==> config.mk <==
export PLATFORM = sky130hd
export DESIGN_NAME = seg_scan_decoder_flat
export DESIGN_NICKNAME = d
export VERILOG_FILES = /design/src/rtl/seg_scan_decoder_if.sv /design/src/rtl/seg_scan_decoder.sv /design/src/flat_wrapper.sv
export SDC_FILE = /design/constraint.sdc
export NUM_CORES = 1
export LEC_CHECK = 0
export CORE_AREA = 8 8 129 107
export DETAILED_ROUTE_END_ITERATION = 16
export DIE_AREA = 0 0 137 115
export PLACE_DENSITY = 0.72
export SYNTH_ARGS = -nofsm -noshare
export SYNTH_HDL_FRONTEND = slang
export SYNTH_SLANG_ARGS = --single-unit
==> constraint.sdc <==
create_clock -name clk -period 3.5 [get_ports clk]
set_clock_uncertainty 0.2 [all_clocks]
set_input_delay 0.7 -clock clk [delete_from_list [all_inputs] [get_ports clk]]
set_output_delay 0.7 -clock clk [all_outputs]
set_load 0.01 [all_outputs]
==> src/rtl/seg_scan_decoder_if.sv <==
// Observed 7-segment bus plus the decoded results of the self-test block.
// The display side (or a bench) drives the master view; the decoder uses the slave view.
interface seg_scan_decoder_if;
  logic [7:0]  seg_in;
  logic [7:0]  an_in;
  logic        clr_err;
  logic [31:0] digits;
  logic [7:0]  valid;
  logic        frame_done;
  logic        err;
  logic [2:0]  err_digit;
  logic        stall;

  modport master (
    output seg_in, an_in, clr_err,
    input  digits, valid, frame_done, err, err_digit, stall
  );

  modport slave (
    input  seg_in, an_in, clr_err,
    output digits, valid, frame_done, err, err_digit, stall
  );
endinterface

==> src/rtl/seg_scan_decoder.sv <==
// Passive observer of the multiplexed 7-segment display bus. Each digit slot is
// committed once its segment pattern and enable have been steady long enough; the
// pattern is decoded back to its 4-bit display code to rebuild an 8-digit image.
// Patterns outside the display code set decode to F and raise a sticky error.
// A long stretch without any commit marks the display as stalled.
module seg_scan_decoder #(
  parameter int STABLE_CYCLES  = 4,
  parameter int TIMEOUT_CYCLES = 1000000
) (
  input logic               clk,
  input logic               rst,
  seg_scan_decoder_if.slave bus
);

  localparam int                IDLE_W    = $clog2(TIMEOUT_CYCLES);
  localparam logic [7:0]        CNT_MAX   = 8'(STABLE_CYCLES);
  localparam logic [7:0]        CNT_PRE   = 8'(STABLE_CYCLES - 1);
  localparam logic [IDLE_W-1:0] IDLE_LAST = IDLE_W'(TIMEOUT_CYCLES - 1);
  localparam logic [IDLE_W-1:0] IDLE_ONE  = IDLE_W'(1);

  logic [7:0]        s_seg;
  logic [7:0]        s_an;
  logic [7:0]        cnt;
  logic [IDLE_W-1:0] idle;
  logic [7:0]        seen;
  logic [31:0]       digits_q;
  logic [7:0]        valid_q;
  logic              frame_q;
  logic              err_q;
  logic [2:0]        err_digit_q;
  logic              stall_q;

  logic              same;
  logic              one_hot;
  logic              commit;
  logic              full_frame;
  logic [2:0]        idx;
  logic [3:0]        code;
  logic [7:0]        seen_next;

  // Stage-1 sample of the display bus; everything downstream works from these copies.
  always_ff @(posedge clk or posedge rst) begin
    if (rst) begin
      s_seg <= 8'h00;
      s_an  <= 8'h00;
    end else begin
      s_seg <= bus.seg_in;
      s_an  <= bus.an_in;
    end
  end

  // Stability test: the value being sampled on this edge against the held sample,
  // so a dwell of STABLE_CYCLES matching edges after the first sample commits it.
  always_comb begin
    same       = (bus.seg_in == s_seg) && (bus.an_in == s_an);
    one_hot    = (s_an != 8'h00) && ((s_an & (s_an - 8'h01)) == 8'h00);
    commit     = same && one_hot && (cnt == CNT_PRE);
    idx        = 3'd0;
    for (int b = 0; b < 8; b++) begin
      if (s_an[b]) begin
        idx = 3'(b);
      end
    end
    seen_next  = seen | s_an;
    full_frame = (seen_next == 8'hFF);
  end

  // Decode the seven segment lines back to the display code; DP plays no part.
  always_comb begin
    case (s_seg[7:1])
      7'b1111110: code = 4'h0;
      7'b0110000: code = 4'h1;
      7'b1101101: code = 4'h2;
      7'b1111001: code = 4'h3;
      7'b0110011: code = 4'h4;
      7'b1011011: code = 4'h5;
      7'b1011111: code = 4'h6;
      7'b1110000: code = 4'h7;
      7'b1111111: code = 4'h8;
      7'b1110011: code = 4'h9;
      7'b0000001: code = 4'hA;
      7'b0000000: code = 4'hB;
      7'b0001101: code = 4'hC;
      7'b1001111: code = 4'hD;
      7'b0000101: code = 4'hE;
      default:    code = 4'hF;
    endcase
  end

  // Dwell counter: climbs while a single-digit sample holds, saturates so a long dwell commits only once.
  always_ff @(posedge clk or posedge rst) begin
    if (rst) begin
      cnt <= 8'h00;
    end else if (same && one_hot) begin
      if (cnt != CNT_MAX) begin
        cnt <= cnt + 8'h01;
      end
    end else begin
      cnt <= 8'h00;
    end
  end

  // Digit image, frame tracking and stall watchdog; a commit always wins over the watchdog.
  always_ff @(posedge clk or posedge rst) begin
    if (rst) begin
      digits_q <= {8{4'hB}};
      valid_q  <= 8'h00;
      frame_q  <= 1'b0;
      stall_q  <= 1'b0;
      seen     <= 8'h00;
      idle     <= '0;
    end else begin
      frame_q <= 1'b0;
      if (commit) begin
        digits_q[4*idx +: 4] <= code;
        valid_q[idx]         <= 1'b1;
        stall_q              <= 1'b0;
        idle                 <= '0;
        if (full_frame) begin
          frame_q <= 1'b1;
          seen    <= 8'h00;
        end else begin
          seen <= seen_next;
        end
      end else if (idle == IDLE_LAST) begin
        stall_q <= 1'b1;
        valid_q <= 8'h00;
        seen    <= 8'h00;
      end else begin
        idle <= idle + IDLE_ONE;
      end
    end
  end

  // Sticky error flag; an undecodable commit beats a simultaneous clear request.
  always_ff @(posedge clk or posedge rst) begin
    if (rst) begin
      err_q       <= 1'b0;
      err_digit_q <= 3'd0;
    end else if (commit && (code == 4'hF)) begin
      err_q       <= 1'b1;
      err_digit_q <= idx;
    end else if (bus.clr_err) begin
      err_q <= 1'b0;
    end
  end

  assign bus.digits     = digits_q;
  assign bus.valid      = valid_q;
  assign bus.frame_done = frame_q;
  assign bus.err        = err_q;
  assign bus.err_digit  = err_digit_q;
  assign bus.stall      = stall_q;

endmodule

==> src/flat_wrapper.sv <==
// flat-port wrapper written by rule: the top's interface ports become plain ports
module seg_scan_decoder_flat 
#(
  parameter int STABLE_CYCLES  = 4,
  parameter int TIMEOUT_CYCLES = 1000000
)
  (clk, rst, bus_seg_in, bus_an_in, bus_clr_err, bus_digits, bus_valid, bus_frame_done, bus_err, bus_err_digit, bus_stall);
  seg_scan_decoder_if bus_i ();
  input logic clk;
  input logic rst;
  input wire logic [$bits(bus_i.seg_in)-1:0] bus_seg_in;
  input wire logic [$bits(bus_i.an_in)-1:0] bus_an_in;
  input wire logic [$bits(bus_i.clr_err)-1:0] bus_clr_err;
  output wire logic [$bits(bus_i.digits)-1:0] bus_digits;
  output wire logic [$bits(bus_i.valid)-1:0] bus_valid;
  output wire logic [$bits(bus_i.frame_done)-1:0] bus_frame_done;
  output wire logic [$bits(bus_i.err)-1:0] bus_err;
  output wire logic [$bits(bus_i.err_digit)-1:0] bus_err_digit;
  output wire logic [$bits(bus_i.stall)-1:0] bus_stall;
  assign bus_i.seg_in = bus_seg_in;
  assign bus_i.an_in = bus_an_in;
  assign bus_i.clr_err = bus_clr_err;
  assign bus_digits = bus_i.digits;
  assign bus_valid = bus_i.valid;
  assign bus_frame_done = bus_i.frame_done;
  assign bus_err = bus_i.err;
  assign bus_err_digit = bus_i.err_digit;
  assign bus_stall = bus_i.stall;
  seg_scan_decoder #(.STABLE_CYCLES(STABLE_CYCLES), .TIMEOUT_CYCLES(TIMEOUT_CYCLES)) u_core (.clk(clk), .rst(rst), .bus(bus_i));
endmodule
==> results of run 1 <==
Yosys cell counts, types with 2 or more instances:
cell and count:
nor4_2 2, ha_1 6, mux2_4 8, o21a_1 5
nor2b_1 6, or4_4 2, inv_1 12, buf_2 3
nor2_1 58, o211ai_1 2, nand3b_1 2, dfstp_2 24
mux2_2 26, nor4_1 9, clkbuf_1 16, a41oi_1 2
nor3_1 13, a21oi_1 21, and3_1 7, nor3b_1 3
o211ai_2 2, o22ai_1 4, or3_1 8, nor4b_1 3
nand3_1 21, nand4_1 6, a31oi_1 6, dfrtp_1 74
and3b_1 2, xor2_1 29, nand2_1 20, o21ai_0 10
xnor2_1 10, or4_1 7, and4_1 3
path summary, 6_finish.rpt:
check                                                     to  cells after the start                        from  slack (ns)
max                        u_core.bus.digits[26]$_DFFE_PP0P_                      8               bus_seg_in[5]        0.19
min                               u_core.seen[4]$_DFFE_PP0P_                      2  u_core.seen[4]$_DFFE_PP0P_        0.30
max reg2reg                u_core.bus.digits[26]$_DFFE_PP0P_                      7   u_core.cnt[3]$_DFFE_PP0P_        0.28
min reg2reg                       u_core.seen[4]$_DFFE_PP0P_                      2  u_core.seen[4]$_DFFE_PP0P_        0.30
max in group asynchronous  u_core.bus.digits[12]$_DFFE_PP1P_                      3                         rst        2.09
min in group asynchronous  u_core.bus.digits[10]$_DFFE_PP0P_                      3                         rst        0.58
metrics by stage:
stage               setup WS, ns  instances  cell area [um2]  util (%)  power, mW
CTS                       0.1983        680             6037     51.16      2.376
finish                    0.1945        680             6037     51.16      2.344
global placement        -0.08281        664             5717     48.44      1.313
floorplan                0.07764        448             4790         -      1.259
global route             0.03013        680             6037     51.16      2.429
detailed placement       -0.1662        664             5717     48.44      1.317
area by class of cell:
class,count,area [um2]
clock buffers,10,229.0
clock inverters,6,91.34
fillers,1013,5764
inverters,12,46.29
multi-input cells,318,2182
flip-flops and latches,98,2482
well taps,152,190.2
repair buffers,84,815.8
power breakdown:
group | internal (mW) | total [mW] | leakage (nW) | switching, mW
registers | 1.14 | 1.17 | 1.22 | 0.0238
logic | 0.0542 | 0.129 | 1.22 | 0.0745
clock network | 0.627 | 1.05 | 0.145 | 0.421
layout by cell type (no fill, tap or decap), types with 9 or more instances in the layout:
cell / count
dfrtp_1: 74
clkbuf_16: 9
mux2_2: 26
dfstp_2: 24
inv_1: 11
nor3_1: 13
buf_4: 18
xor2_1: 29
nand3_1: 21
a21oi_1: 21
xnor2_1: 10
nor2_1: 58
o21ai_0: 10
clkdlybuf4s50_1: 64
nand2_1: 20
flip-flops by register name (all words and copies together) (netlist names):
signal                 count
u_core.cnt                 8
u_core.bus.err_digit       3
u_core.bus.frame_done      1
u_core.s_seg               8
u_core.bus.err             1
u_core.seen                8
u_core.idle               20
u_core.bus.digits         32
u_core.s_an                8
u_core.bus.valid           8
u_core.bus.stall           1
metal layers:
layer / vias up / GRT usage, % / share of wire (%) / wire length (um)
li1: 1744 / - / - / -
met1: 1756 / 19.16 / 45 / 5030
met3: 14 / 3.537 / 6.5 / 722
met5: - / 0 / 0 / 0
met4: 0 / 3.685 / 1.1 / 119
met2: 97 / 23.80 / 47 / 5186
worst max-delay path: stages:
cell and delay (ns):
clkdlybuf4s50_1 0.43, xor2_1 0.15, nor4_1 0.41, o211ai_2 0.16, or4_4 0.52, buf_4 0.18
nor4b_4 0.40, mux2_2 0.38
kinds of logic (layout without fill, tap and decap cells):
| kind of cell | count (synthesis) | count (layout) |
|---|---|---|
| compound gates | 59 | 59 |
| mux | 35 | 35 |
| xor+xnor | 39 | 39 |
| buf+inv | 32 | 112 |
| flops | 98 | 98 |
| simple gates | 179 | 179 |
| fa+ha+maj | 6 | 6 |
==> metrics.md, run 1 <==
| Metric | Value |
|---|---|
| Maximum VDD drop | roughly 0.00022 V |
| H-tree depth | 3 |
| Max-cap viol count | 0 |
| Total CTS buffers | 9 |
| Setup repair after global routing missed its margin | no |
| Initial Util | around two fifths |
| Number of global-route vias before repair | between 3,000 and 4,000 |
| Critical path class | primary input to flop |
| Buffers on Ports | 64 |
| Synth Area in Compound Gates | about 7.7% |
| Post-synth net total | between 400 and 500 |
| Nets | between 500 and 600 |
| Final Hold Viols | 0 |
| Main combinational cell family by area after synthesis | simple AND/OR/NAND/NOR gates |
| XOR/XNOR share of the synthesized area | between 7 and 8% |
| Worst-Margin Slew | roughly 0.86 ns |
| HP Class | flop to flop |
| CTS Buffer Depth | 2 |
| Worst rel slew slack | a little over two fifths |
| Worst skew pair latency | roughly 0.34 ns |
| Worst setup EP type | flop |
| Die X | ~140 um |
| Cell Area, Synth | approximately 0.0048 mm2 |
| Post_cts resized | 0 |
| GP Congestion | between 0.8 and 0.9 |
| Share of the synthesized area in the top cell type | between 30 and 40% |
| Vias per Instance | roughly 5.3 |
| Req. time, crit path | between 3 and 4 ns |
| Worst Path Arrival | around 3.3 ns |
| Biggest area consumer among synthesized cells | dfrtp_1 |
| Total global routing overflow | 0 |
| Status | finished clean |
| CTS Hold Buffers Added | 0 |
| Largest net degree at the start of global routing | 99 |
| Yosys warns | 0 |
| Clk slew on worst S/H paths | 0.06 ns |
| Fin crit period | around 3.3 ns |
| Post-CTS Setup Repair Bufs | 0 |
| Static Leak | approximately 2.6 nW |
| DRC viols | 0 |
| Routed WL | 11,060 um |
| DP HPWL | 8012 um |
| IO Pins | 65 |
| Vias | approximately 3,600 |
| Layout Area Growth over Synthesis | 26.04% |
| Synth Area in Simple Gates | 20.19% |
| EDFF count, synth | 0 |
| Per-cell routed wire length | approximately 16 um |
| Fraction of registers with async set/reset | 100.0% |
| Seq/Total Area, Yosys | 51.83% |
| Setup TNS | 0 ns |
| Drt pass-1 iters | 4 |
| Yosys reg bits | 98 |
| WHS | around 0.3 ns |
| Synth area leaders | dfrtp_1 (39%), dfstp_2 (13%), mux2_2 (6.1%), xor2_1 (5.3%), nor2_1 (4.5%) |
| Post-synthesis cell type count | 51 |
| ANT cells | 0 |
| Share of cells above drive strength 1 | between 15 and 20% |
| Crit-path max FO | 4 |
| # rows | 36 |
| Detail Route Antenna Nets | 0 |
| Global-route wire length before repair | between 15,000 and 20,000 um |
| Final period util | 94.44% |
| Max Freq | between 0.3 and 0.4 GHz |
| Synth Instances | around 450 |
| Die ar. | about 0.016 mm2 |
| Chip Height | ~120 um |
| Synth Area in Adders | roughly 1.6% |
| Initial antenna violation count | 0 |
| CTS tree | built |
| Iter 0 DRT Violations | a little over 200 |
| Total GRT Usage | 14.63% |
| Core Region | 0.01180 mm2 |
| CTS Root Cell | clkbuf_16 |
| Post-synth top flop | dfrtp_1 |
| Clk sinks | just under 100 |
| Power density cells | 388.2 mW/mm2 |
| Syn Area/Cell | 10.69 um2 |
| Slew Limit Fails | 0 |
| Final setup violating endpoints | 0 |
| Worst Setup Start Kind | primary input |
| Mux cell area share after synthesis | just under 9% |
Note: power is estimated with default switching activity, not from simulation.
==> run 2, diff against run 1 <==
- CORE_AREA: 8 8 129 107 -> 8 8 151 125
- DIE_AREA: 0 0 137 115 -> 0 0 159 133
- GPL_TIMING_DRIVEN: not set -> 0
- PLACE_DENSITY: 0.72 -> 0.54
==> run 2 against run 1 <==
Register-to-register slack got worse by 0.05 ns. Combinational power is 16% higher. Fmax fell by 3.3%. Critical path type unchanged. Critical endpoint is now u_core.bus.digits[30]$_DFFE_PP0P_.
==> metrics.md, run 2 (synthesized netlist as in run 1, its figures left out) <==
| Metric | Value |
|---|---|
| R2R Path End | u_core.bus.digits[14]$_DFFE_PP0P_ |
| Worst rel slew slack | a little over a third |
| IO Pins | between 60 and 70 |
| Vias | between 3,000 and 4,000 |
| Vias per Instance | between 4 and 5 |
| Number of cells on the worst hold path | 2 |
| Per-cell routed wire length | 15.72 um |
| Static Leak | between 2 and 3 nW |
| Total global routing overflow | 0 |
| GP Congestion | between 0.8 and 0.9 |
| Post-Layout Cell Count | 749 |
| Core Region | roughly 0.016 mm2 |
| DP Cell Count | 733 |
| Initial Util | 29.40% |
| Layout Area Growth over Synthesis | 27.17% |
| CTS Buffer Depth | 2 |
| Hold EP | u_core.bus.valid[0]$_DFFE_PP0P_ |
| Worst-Margin Slew | between 0.9 and 1 ns |
| Worst Setup Slack, final | 0.08103 ns |
| Nets | ~550 |
| Largest net degree at the start of global routing | 73 |
| Reg-to-Reg Start | u_core.s_an[4]$_DFF_PP0_ |
| Clk sinks | 98 |
| ANT cells | 0 |
| Routed WL | 11,780 um |
| Max Freq | 0.2925 GHz |
| Worst skew pair latency | around 0.35 ns |
| Chip Height | 133 um |
| Critical path class | primary input to flop |
| Power density cells | between 300 and 400 mW/mm2 |
| Slew Limit Fails | 0 |
| Req. time, crit path | 3.53 ns |
| Worst Path Arrival | 3.45 ns |
| Total GRT Usage | 11.51% |
| Detail Route Antenna Nets | 0 |
| Dpl ws | -0.5561 ns |
| CTS tree | built |
| Worst R2R Path Depth | 10 |
| Max-cap viol count | 0 |
| Hold wc startpoint | u_core.bus.valid[0]$_DFFE_PP0P_ |
| Max FFs per register | 32 |
| Crit-path max FO | 6 |
| Setup slack, reg-to-reg | approximately 0.23 ns |
| Most frequent cells in the layout | dfrtp_1 (74), clkdlybuf4s50_1 (64), nor2_1 (58), xor2_1 (29), mux2_2 (26) |
| Initial antenna violation count | 0 |
| DP HPWL | between 8000 and 9000 um |
| CTS Hold Buffers Added | 0 |
| CTS Root Cell | clkbuf_16 |
| Fin crit period | between 3 and 4 ns |
| Worst setup EP type | flop |
| Commonest non-fill, non-tap cell in the layout | dfrtp_1 |
| Maximum VDD drop | 0.0002022 V |
| Final Hold Viols | 0 |
| HP Class | flop to flop |
| Iter 0 DRT Violations | approximately 180 |
| Buffers on Ports | 64 |
| DRC viols | 0 |
| Status | finished clean |
| Clk slew on worst S/H paths | about 0.070 ns |
| Share of cells above drive strength 1 | between 10% and 20% |
| Number of global-route vias before repair | 3,677 |
| Global-route wire length before repair | approximately 20,000 um |
| Setup repair after global routing missed its margin | no |
| Drt pass-1 iters | 4 |
| Worst Setup Start Kind | primary input |
| Die ar. | about 0.021 mm2 |
| Final period util | a little under 100% |
| Die X | 159 um |
| # rows | 42 |
| H-tree depth | 3 |
| Final Util | ~37% |
| Final setup violating endpoints | 0 |
| Setup TNS | 0 ns |
| Total CTS buffers | 9 |
[run 2: cell count changes in the layout (fill, tap and decap cells not counted), sizes merged]
cell      change
buf          -12
bufinv        -1
clkbuf       +12
clkinvlp      -2
inv           +4
[run 2: layout make-up]
type | count | area [um2]
well taps | 220 | 275.3
clock inverters | 7 | 83.83
multi-input cells | 318 | 2208
plain buffers | 17 | 77.57
fillers | 1581 | 10200
clock buffers | 9 | 225.2
flip-flops and latches | 98 | 2482
repair buffers | 68 | 690.7
inverters | 12 | 47.55
[run 2: metal layers]
metal | vias to the layer above | GRT usage, % | part of all wire, %
met4 | 0 | 2.667 | 0.85
met1 | 1781 | 14.89 | 49
met5 | - | 0 | 0
met3 | 6 | 3.627 | 4.4
li1 | 1749 | - | -
met2 | 78 | 18.44 | 46
[run 2: worst max-delay path by stage]
stage	start	to	slack, ns	cells after the start
floorplan	rst	u_core.bus.digits[10]$_DFFE_PP0P_	0.08	1
global placement	rst	u_core.s_seg[5]$_DFF_PP0_	-1.39	2
detailed placement	bus_seg_in[0]	u_core.bus.err_digit[0]$_DFFE_PP0P_	-0.56	7
CTS	u_core.s_an[5]$_DFF_PP0_	u_core.bus.digits[14]$_DFFE_PP0P_	0.02	10
global route	bus_seg_in[7]	u_core.bus.err_digit[0]$_DFFE_PP0P_	0.007	8
finish	bus_seg_in[7]	u_core.bus.digits[30]$_DFFE_PP0P_	0.08	8
[run 2: timing repair]
item                                   CTS  global route
pin swaps                                1             2
buffers inserted                         2             1
endpoints found under the hold margin    0             0
setup endpoints to repair               48            39
gates resized for setup                  4             6
[run 2: per-stage QoR]
stage | area, um2 | power (mW) | hold slack, ns
finish | 6091 | 2.325 | 0.2996
CTS | 6073 | 2.365 | 0.3066
floorplan | 4790 | 1.259 | 0.2633
global route | 6091 | 2.428 | 0.3220
detailed placement | 5736 | 1.321 | 0.2899
global placement | 5705 | 1.312 | 0.2773
[run 2: critical path: stages]
cell,delay [ns]
clkdlybuf4s50_1,0.45
xor2_1,0.17
nor4_2,0.36
o211ai_1,0.25
or4_4,0.63
or4_1,0.41
buf_2,0.18
mux2_4,0.30
[run 2: power breakdown]
group / total [mW] / switching, mW / internal [mW]
clock: 1.02 / 0.456 / 0.567
sequential: 1.15 / 0.0117 / 1.14
combinational: 0.149 / 0.0926 / 0.0559
==> run 3, diff against run 2 <==
- ABC_AREA: not set -> 1
- CORE_AREA: 8 8 151 125 -> 8 8 165 136
- CTS_CLUSTER_SIZE: not set -> 24
- DIE_AREA: 0 0 159 133 -> 0 0 173 144
- PLACE_DENSITY: 0.54 -> 0.53
==> run 3 against run 2 <==
Sequential power about the same. Total power increased by 6.6%. Combinational power increased by 64%. Cell area increased by 17%. Register-to-register slack improved by 0.13 ns. Synthesized area increased by 21%. First-iteration DRC count increased by 60%. Non-clock buffer count decreased by 8. Die area increased by 18%. Hold slack got worse by 0.037 ns. Wire length increased by 28%. Count of clock-buffer cells in the layout increased by 5. Critical path type is now flop to flop. Critical endpoint is now u_core.bus.digits[18]$_DFFE_PP0P_.
==> metrics.md, run 3 <==
| Metric | Value |
|---|---|
| Status | finished clean |
| Iter 0 DRT Violations | 295 |
| Chip Height | 144 um |
| Final setup violating endpoints | 0 |
| Ordered cell list for the critical path | inv_2, nand2_1, nand2_1, nand2_1, nand2_1, nand2_1, buf_4, ha_1, ha_1, inv_1, a21oi_1, nand4_2, inv_2, nand2_1, nand2_1, nand2_1 |
| Vias | 5,126 |
| Slowest stage delay, CP | approximately 0.5 ns |
| Yosys warns | 0 |
| Initial Util | about 29% |
| Commonest cells post-synth | nand2_1 (243), nor2_1 (123), inv_1 (99) |
| R2R Path End | u_core.bus.digits[18]$_DFFE_PP0P_ |
| Layout Area Growth over Synthesis | 23.12% |
| Biggest area consumer among synthesized cells | dfrtp_1 |
| EDFF count, synth | 0 |
| Power density cells | 348.0 mW/mm2 |
| GP Congestion | between 0.8 and 0.9 |
| Critical path class | flop to flop |
| Setup repair after global routing missed its margin | no |
| Yosys reg bits | 98 |
| Commonest non-fill, non-tap cell in the layout | nand2_1 |
| Final Hold Viols | 0 |
| Hold EP | u_core.bus.digits[4]$_DFFE_PP1P_ |
| Number of global-route vias before repair | a little over 5,000 |
| Seq/Total Area, Yosys | 42.91% |
| H-tree depth | 3 |
| Clk sinks | between 90 and 100 |
| Share of the synthesized area in the top cell type | around 32% |
| CP max stage cell | dfrtp_1 |
| Share of cells above drive strength 1 | a little over an eighth |
| Max-cap viol count | 0 |
| Per-cell routed wire length | 13.12 um |
| Clk slew on worst S/H paths | around 0.070 ns |
| Synth Instances | 802 |
| CTS Hold Buffers Added | 0 |
| Worst Path Arrival | around 3.2 ns |
| Detail Route Antenna Nets | 0 |
| Global-route wire length before repair | 25,830 um |
| # rows | between 40 and 50 |
| Drt pass-1 iters | 5 |
| Cell Area, Placed | slightly below 0.007 mm2 |
| Total power | 2.479 mW |
| CTS tree | built |
| Cell Area, Synth | 0.005786 mm2 |
| DP HPWL | 11,610 um |
| Synth area leaders | dfrtp_1 (32%), nand2_1 (16%), dfstp_2 (11%), nor2_1 (8.0%), inv_1 (6.4%) |
| GR met3 Demand/Resource | between 3 and 4% |
| Req. time, crit path | roughly 3.6 ns |
| Worst skew pair latency | approximately 0.35 ns |
| Post-route cell area | a little over 0.007 mm2 |
| Met1 Use GR | 17.58% |
| Total global routing overflow | 0 |
| Worst Setup Slack, final | about 0.36 ns |
| Post-CTS Setup Repair Bufs | 0 |
| CTS Buffer Depth | 2 |
| Nets | between 900 and 1,000 |
| Fraction of registers with async set/reset | 100.0% |
| Most frequent cell after synthesis | nand2_1 |
| ANT cells | 0 |
| DRC viols | 0 |
| Largest net degree at the start of global routing | just under 60 |
| Crit-path max FO | 10 |
| Static Leak | between 3 and 4 nW |
| Reg-to-Reg Start | u_core.s_an[2]$_DFF_PP0_ |
| Worst R2R Path Depth | 16 |
| WHS | about 0.26 ns |
| CTS Root Cell | clkbuf_16 |
| CP delay by family, top | simple AND/OR/NAND/NOR gates |
| Register area | 0.002482 mm2 |
| Total CTS buffers | 9 |
| Routed WL | roughly 15,000 um |
| Most frequent CP cell | nand2_1 |
| Vias per Instance | between 4 and 5 |
| Final period util | 89.82% |
| Post-synth top flop | dfrtp_1 |
| Total GRT Usage | approximately 13% |
| Post_cts resized | 0 |
| IO Pins | 65 |
| Maximum VDD drop | roughly 0.00023 V |
| Worst rel slew slack | 60.94% |
| Number of cells on the worst hold path | 2 |
| Max Freq | between 0.3 and 0.4 GHz |
| HP Class | flop to flop |
| Buffers on Ports | 64 |
| Max FFs per register | 32 |
| Syn Area/Cell | 7.214 um2 |
| Die ar. | around 0.025 mm2 |
| Worst Setup Start Kind | flop |
| Met2 track demand over resource | 19.50% |
| GR peak layer | met2 |
| Dpl ws | roughly 0.34 ns |
| Core Region | between 0.015 and 0.02 mm2 |
| Crit path buf inv count | 4 |
| Worst-Margin Slew | 0.5838 ns |
| Worst setup EP type | flop |
| Slew Limit Fails | 0 |
| Setup slack, reg-to-reg | approximately 0.36 ns |
| Die X | 173 um |
| Post-synth net total | 827 |
| Most frequent cells in the layout | nand2_1 (243), nor2_1 (123), inv_1 (98), dfrtp_1 (74), clkdlybuf4s50_1 (64) |
| Hold wc startpoint | u_core.bus.digits[4]$_DFFE_PP1P_ |
| Post-synthesis cell type count | 45 |
| Fillers | between 2,000 and 2,500 |
| Fin crit period | 3.144 ns |
| Initial antenna violation count | 0 |
| Multi-input gate area | about 0.0028 mm2 |
[run 3: cell types whose count changed after synthesis, moves of 14 or more]
cell and delta:
o21ai_1 +15, xor2_1 -23, inv_1 +87, nand2_1 +223, inv_2 +22, nor2_1 +65, o21ai_0 +14, nand4_1 +14
nand3_1 +22, clkbuf_1 -15, mux2_2 -26
[run 3: power breakdown]
part | switching (mW) | internal, mW | total [mW]
clock | 0.450 | 0.631 | 1.08
sequential | 0.00944 | 1.14 | 1.15
combinational | 0.165 | 0.0802 | 0.245
[run 3: cell type report]
| class | instances | share of cell area, % |
|---|---|---|
| multi-input combinational | 569 | 38.70 |
| buffer | 12 | 1.194 |
| tap | 269 | 4.725 |
| clock buffer | 14 | 4.462 |
| inverter | 123 | 6.517 |
| sequential | 98 | 34.85 |
| clock inverter | 2 | 0.1757 |
| timing repair buffer | 65 | 9.380 |
[run 3: kinds of logic (layout without fill, tap and decap cells)]
kind of cell | Yosys count | in the layout | share of synthesized area, %
simple gates | 487 | 487 | 38.08
compound gates | 62 | 62 | 5.990
fa+ha+maj | 6 | 6 | 1.298
flops | 98 | 98 | 42.91
xor+xnor | 13 | 13 | 2.098
mux | 1 | 1 | 0.1730
buf+inv | 135 | 216 | 9.451
[run 3: worst max path at each step]
| stage | cells after the start | endpoint | from |
|---|---|---|---|
| finish | 16 | u_core.bus.digits[18]$_DFFE_PP0P_ | u_core.s_an[2]$_DFF_PP0_ |
| global route | 16 | u_core.bus.digits[18]$_DFFE_PP0P_ | u_core.s_an[2]$_DFF_PP0_ |
| CTS | 16 | u_core.bus.digits[18]$_DFFE_PP0P_ | u_core.s_an[2]$_DFF_PP0_ |
| detailed placement | 16 | u_core.bus.digits[18]$_DFFE_PP0P_ | u_core.s_an[2]$_DFF_PP0_ |
| global placement | 2 | u_core.s_seg[4]$_DFF_PP0_ | rst |
| floorplan | 1 | u_core.bus.digits[10]$_DFFE_PP0P_ | rst |
[run 3: metal layers]
| layer | share of wire (%) | routed length [um] |
|---|---|---|
| met1 | 52 | 7905 |
| met2 | 42 | 6361 |
| met4 | 1.1 | 170 |
| met5 | 0 | 0 |
| met3 | 4.5 | 679 |
[run 3: through the flow]
stage	instances	TNS (ns)	util (%)
after floorplan	802	0	-
after CTS	1152	0	35.63
after global placement	1135	-142.12	33.82
after detailed placement	1136	0	33.97
final	1152	0	35.63
after global routing	1152	0	35.63
[run 3: worst reg2reg max path: cells and delay by family, from the launching register on]
kind / cells / cell delay (ns)
buffers and inverters: 4 / 0.66
AND/OR/NAND/NOR: 9 / 0.86
adder cells (fa/ha/maj): 2 / 0.61
AO/OA/AOI/OAI: 1 / 0.23
flip-flops: 1 / 0.49
